==> config.mk <==
export PLATFORM = sky130hd
export DESIGN_NAME = uart_tx_feeder
export DESIGN_NICKNAME = d
export VERILOG_FILES = /design/src/rtl/uart_tx_feeder.sv
export SDC_FILE = /design/constraint.sdc
export NUM_CORES = 1
export LEC_CHECK = 0
export ABC_AREA = 1
export CAP_MARGIN = 20
export CORE_MARGIN = 8
export CORE_UTILIZATION = 55
export DETAILED_ROUTE_END_ITERATION = 12
export PLACE_DENSITY = 0.89
export SLEW_MARGIN = 40
export SYNTH_ARGS = -nofsm -noshare
export SYNTH_HDL_FRONTEND = slang
export SYNTH_SLANG_ARGS = --single-unit
export TNS_END_PERCENT = 20
==> constraint.sdc <==
create_clock -name bclk -period 4.05 [get_ports bclk]
set_input_delay 1.0125 -clock bclk [delete_from_list [all_inputs] [get_ports bclk]]
set_output_delay 1.0125 -clock bclk [all_outputs]
set_load 0.05 [all_outputs]
==> src/rtl/uart_tx_feeder.sv <==
// Byte FIFO in front of the UART transmit state machine: pops one byte into the
// transmit holding register, requests a start, then waits for a rising txd_done.
module uart_tx_feeder #(
    parameter int unsigned DATA_BITS  = 8,
    parameter int unsigned DEPTH_LOG2 = 2
) (
    input  logic                  bclk,
    input  logic                  rst_n,
    input  logic                  wr_en,
    input  logic [DATA_BITS-1:0]  wr_data,
    input  logic                  clr_ovf,
    input  logic                  txd_done,
    output logic                  txd_startH,
    output logic [DATA_BITS-1:0]  thr_data,
    output logic                  full,
    output logic                  empty,
    output logic [DEPTH_LOG2:0]   count,
    output logic                  busy,
    output logic                  overflow
);

    localparam int unsigned DEPTH = 1 << DEPTH_LOG2;
    localparam int unsigned CW    = DEPTH_LOG2 + 1;

    localparam logic [1:0] ST_IDLE  = 2'd0;
    localparam logic [1:0] ST_START = 2'd1;
    localparam logic [1:0] ST_BUSY  = 2'd2;

    logic [DATA_BITS-1:0]  mem [DEPTH];
    logic [DEPTH_LOG2-1:0] wr_ptr;
    logic [DEPTH_LOG2-1:0] rd_ptr;
    logic [1:0]            state;
    logic [1:0]            state_nxt;
    logic                  txd_done_q;
    logic                  done_rise;
    logic                  pop;
    logic                  wr_acc;
    logic                  ovf_set;
    logic                  busy_nxt;
    logic [CW-1:0]         count_nxt;

    // Next-state decode; only a rising edge of txd_done, seen in BUSY, ends a frame.
    always_comb begin
        state_nxt = state;
        pop       = 1'b0;
        busy_nxt  = busy;
        done_rise = txd_done & ~txd_done_q;
        case (state)
            ST_IDLE: begin
                if (!empty) begin
                    pop       = 1'b1;
                    state_nxt = ST_START;
                    busy_nxt  = 1'b1;
                end
            end
            ST_START: state_nxt = ST_BUSY;
            ST_BUSY: begin
                if (done_rise) begin
                    state_nxt = ST_IDLE;
                    busy_nxt  = 1'b0;
                end
            end
            default: begin
                state_nxt = ST_IDLE;
                busy_nxt  = 1'b0;
            end
        endcase
        wr_acc    = wr_en && (!full || pop);
        ovf_set   = wr_en && full && !pop;
        count_nxt = count + CW'(wr_acc) - CW'(pop);
    end

    always_ff @(posedge bclk or negedge rst_n) begin
        if (!rst_n) begin
            state <= ST_IDLE;
        end else begin
            state <= state_nxt;
        end
    end

    // Storage array carries no reset; pointers define what is valid.
    always_ff @(posedge bclk) begin
        if (wr_acc) begin
            mem[wr_ptr] <= wr_data;
        end
    end

    always_ff @(posedge bclk or negedge rst_n) begin
        if (!rst_n) begin
            wr_ptr     <= '0;
            rd_ptr     <= '0;
            count      <= '0;
            full       <= 1'b0;
            empty      <= 1'b1;
            txd_startH <= 1'b0;
            thr_data   <= '0;
            busy       <= 1'b0;
            overflow   <= 1'b0;
            txd_done_q <= 1'b0;
        end else begin
            txd_done_q <= txd_done;
            count      <= count_nxt;
            full       <= (count_nxt == CW'(DEPTH));
            empty      <= (count_nxt == '0);
            busy       <= busy_nxt;
            txd_startH <= (state_nxt == ST_START);
            if (wr_acc) begin
                wr_ptr <= wr_ptr + DEPTH_LOG2'(1);
            end
            if (pop) begin
                rd_ptr   <= rd_ptr + DEPTH_LOG2'(1);
                thr_data <= mem[rd_ptr];
            end
            // A new overflow beats a simultaneous clear.
            if (ovf_set) begin
                overflow <= 1'b1;
            end else if (clr_ovf) begin
                overflow <= 1'b0;
            end
        end
    end

endmodule
After elaboration in Yosys (flattened, before gate mapping)
Memories as Yosys holds them, arrays and structs flattened. A register that Yosys moved wholly into a read port is not among the register bits. Cells that the tools add are included.

Bits in read-only memories: 0. Memories kept: 1. Register bits after elaboration: 15. Latch bits: 0. Memory bits (writable): 32. Logic and storage cells: 47. Input port bits: 13. Output and inout bits: 16.

Memories: mem (words 4, bits a word 8, rd ports 1, clocked after memory_dff 1, write ports 1, RTL line 29) `logic [DATA_BITS-1:0] mem [DEPTH];`.

Add/subtract/negate cells: 4. Multiply operators: 0. Shift operators: 0. Muxes and demuxes: 12. Reduce and logical (&&, ||, !) cells: 11. Bitwise operators: 3. Div/mod/pow operators: 0. $lt $le $gt $ge: 0. Eq/ne operators: 6.

Operator list (number): $mux 1 (8); $pmux 2 s3 (1); $add 2x1->2 const B (2); $eq 2x1->1 const B (2); $mux 2 (2); $ne 2x2->1 const B (2); $add 3x1->3 (1); $eq 3x3->1 const B (1); $logic_and 1x1->1 (3); $logic_not 1->1 (3); $logic_not 3->1 (1); $pmux 1 s3 (1); $reduce_and 3->1 (1); $sub 3x1->3 (1); $eq 2x2->1 const B (1); $logic_not 2->1 (1); $not 1->1 (2); $reduce_bool 2->1 (1); $and 1x1->1 (1); $logic_or 1x1->1 (1).

Longest topological paths before layout
Depth after elaboration: 7. Mapped depth: 14. Gate-level depth less buffers: 14.

Worst setup path before layout
OpenSTA, ideal clock, no wires.

Path kind: input-to-reg. From: input port wr_en. To: register full. Required time: 3.973 ns. Arrival time: 2.385 ns. Path buffers: 0. Setup slack: 1.588 ns. Cell stages on the path: 7. Setup time: 0.077 ns. Cell sequence: nand2_2 ha_1 inv_1 ha_1 fa_1 or2_2 a21oi_1.

Word-level cells in the longest chain between the ends: 4.

RTL lines: start: declaration (RTL line 9) `input logic wr_en,`; $logic_and 1x1->1 (RTL line 68) `wr_acc = wr_en && (!full || pop);`; $add 3x1->3 (RTL line 70) `count_nxt = count + CW'(wr_acc) - CW'(pop);`; $sub 3x1->3 (RTL line 70); via count_nxt[1] (RTL line 40) `logic [CW-1:0] count_nxt;`; $eq 3x3->1 (RTL line 103) `full <= (count_nxt == CW'(DEPTH));`; end signal: assignment (RTL line 103); end: declaration (RTL line 15) `output logic full,`.

The timed path passes the listed nets, and every way through them passes these cells. A chain may end at the register's enable or synchronous reset.

Final worst setup path
Ends and elaborated chain as after synthesis.

==> metrics.md <==
| Metric | Value |
|---|---|
| Worst Hold Depth | 2 |
| Compound-gate portion of the synthesized area | 1.152% |
| Fin crit share | 71.20% |
| Cell Area, Synth | ~2400 um^2 |
| Core Rows | 24 |
| Endpoints failing setup | 0 |
| Post-CTS Setup Bufs | 0 |
| Port buffer count | 28 |
| Pwr per Cell Area | approximately 790 nW/um^2 |
| Avg Inst Size Synth | approximately 10 um^2 |
| Chip height | 81.90 um |
| Synth Area in Adders | between 3 and 4% |
| Min-delay worst type | reg2reg |
| Clock Pin Slew Worst Setup and Hold Paths | 0.10 ns |
| Post-CTS Resized | 0 |
| Minimum clock period | slightly below 3 ns |
| First-pass GRT wire length | ~7700 um |
| Post-route insts no fill | around 320 |
| Final Power | 2176 uW |
| Via density | between 4 and 5 |
| Routed WL per cell | roughly 15 um |
| Clock sinks | between 50 and 60 |
| Mux cell area share after synthesis | 0% |
| Distinct cells, synth | 24 |
| Initial antenna violation count | 0 |
| R2r worst-path depth | 9 |
| Area of the core | 4264 um^2 |
| F_max | between 0.3 and 0.4 GHz |
| Synthesized flop and latch total | 55 |
| Critical path peak fanout | 7 |
| Worst-Margin Slew | approximately 0.79 ns |
| Post-Synth XOR/XNOR Area | less than 1% |
| Fin. max-slew vios | 0 |
| Layout cell share with drive strength beyond 1 | a little over a tenth |
| Commonest non-fill, non-tap cell in the layout | nand2_1 |
| Largest net degree at the start of global routing | 24 |
| CP Capture Type | flip-flop |
| Setup TNS | 0 ns |
| Via count | between 1,500 and 2,000 |
| Status | completed |
| CP Class | in2reg |
| Peak VDD IR | about 0.33 mV |
| Synth warn | 0 |
| Root Buffer Master | clkbuf_8 |
| Later-pin clock latency in the skew report | 0.32 ns |
| Fill count | ~340 |
| Final hold violations | 0 |
| CTS Hold Bufs | 0 |
| CP startpoint kind | primary input |
| I/O Pins | 29 |
| Vias in the first global route | 1,631 |
| CTS Buf Count | 5 |
| Area grow syn2layout | 15.92% |
| GP Congestion | around 0.77 |
| GRT Resource Usage Total | 15.48% |
| Total DRC errors in the routed layout | 0 |
| Gr ovfl total | 0 |
| CP required | 4.28 ns |
| RSZ-0062 raised after global routing | false |
| Post-layout util | about 65% |
| Critical path arrival | approximately 3.1 ns |
| # nets final | approximately 280 |
| Register area share after synthesis | 64.38% |
| ANT nets after route | 0 |
| Most frequent cells in the layout | nand2_1, inv_1, edfxtp_1 |
| Syn Nets | approximately 250 |
| Antenna Cells | 0 |
| Initial DRT Pass Iterations | 5 |
| Die area | 6708 um^2 |
| Max-Cap Viols | 0 |
| Final Skew | 0.01345 ns |
| Die width | roughly 82 um |
| Syn Inst Count | 233 |
| Clock Tree Buf Depth | 2 |
| Max H-tree Level | 2 |
| Hpwl dp | between 3000 and 4000 um |
| DR iter-0 viols | about 140 |
| Slew HR | between 40% and 50% |
| Cells after DPL | around 310 |
| Leakage | between 0.001 and 0.0015 uW |
| Hold WS | 0.4875 ns |
| Initial Util | a little under three fifths |
| Largest family of logic cells by synthesized area | simple AND/OR/NAND/NOR gates |
| CTS tree | built |
| Simple-Gate Fraction of Synth Area | 19.49% |
| WL final | 4660 um |
==> metrics by stage <==
step,cell area [um^2],worst slack (ns)
final,2769,1.166
after detailed placement,2680,0.8843
after CTS,2764,1.195
after global placement,2685,0.9597
after global routing,2769,1.093
after floorplan,2389,1.588
==> synthesized netlist by cell type <==
cell type  number  area, um^2
nor2_1          6       22.52
xor2_1          1       8.760
o21ai_0         3       15.01
a21boi_0        1       7.510
fa_1            1       20.02
buf_2           2       10.01
nand3_1        20       100.1
a21oi_1         1       5.000
dfrtp_1        22       550.5
inv_2           1       3.750
nand2_1        67       251.5
buf_4           1       7.510
inv_6           1       8.760
edfxtp_1       32       960.9
nor2_2          1       6.260
or2_2           1       6.260
buf_12          1       20.02
buf_6           1       11.26
inv_1          50       187.7
dfstp_2         1       26.28
nand2_2        11       68.82
ha_1            6       75.07
nand3_2         1       10.01
clkinv_2        1       5.000
==> per-layer routing <==
metal | routed length (um) | global-route usage [%] | vias up
li1 | - | - | 769
met1 | 1895 | 17.32 | 726
met2 | 2460 | 27.39 | 47
met3 | 190 | 3.392 | 14
met4 | 113 | 7.193 | 0
met5 | 0 | 0 | -
==> area by class of cell <==
type	instances	area, um^2	share of cell area [%]
flip-flops and latches	55	1538	55.54
clock buffers	5	68.82	2.485
inverters	53	205.2	7.411
clock inverters	3	15.01	0.5422
repair buffers	28	275.3	9.941
multi-input cells	120	601.8	21.74
well taps	52	65.06	2.350
==> power breakdown <==
part | leakage [uW] | internal (uW) | total, uW | switching (uW)
Sequential | 0.000573 | 764 | 882 | 118
Clock | 0.0000477 | 119 | 297 | 178
Combinational | 0.000707 | 320 | 997 | 676
Total | 0.00133 | 1200 | 2180 | 972
==> critical path: stages <==
cell and delay, ns:
clkdlybuf4s50_1 0.54, nand2_2 0.15, ha_1 0.30, inv_1 0.04, ha_1 0.18, fa_1 0.46
or2_2 0.31, a21oi_1 0.12
==> path summary, 6_finish.rpt <==
path | startpoint | end | slack [ns]
worst max-delay path | wr_en | full$_DFF_PN0_ | 1.17
worst min-delay path | thr_data[1]$_DFFE_PN0P_ | thr_data[1]$_DFFE_PN0P_ | 0.49
worst max register to register | empty$_DFF_PN1_ | full$_DFF_PN0_ | 1.37
worst min register to register | thr_data[1]$_DFFE_PN0P_ | thr_data[1]$_DFFE_PN0P_ | 0.49
max in group asynchronous | rst_n | empty$_DFF_PN1_ | 3.01
min in group asynchronous | rst_n | thr_data[1]$_DFFE_PN0P_ | 0.66
==> state kept, by name, summed over array words and instances (netlist names), 2 cells and up <==
name,cells
rd_ptr,2
mem,32
thr_data,8
count,3
wr_ptr,2
state,2
==> kinds of logic (layout without fill, tap and decap cells) <==
family	count (synthesis)	after routing
buffers and inverters	58	89
XOR/XNOR	1	1
flip-flops	55	55
AO/OA/AOI/OAI	5	5
AND/OR/NAND/NOR	107	107
adder cells (fa/ha/maj)	7	7
(Power assumes the default switching activity.)
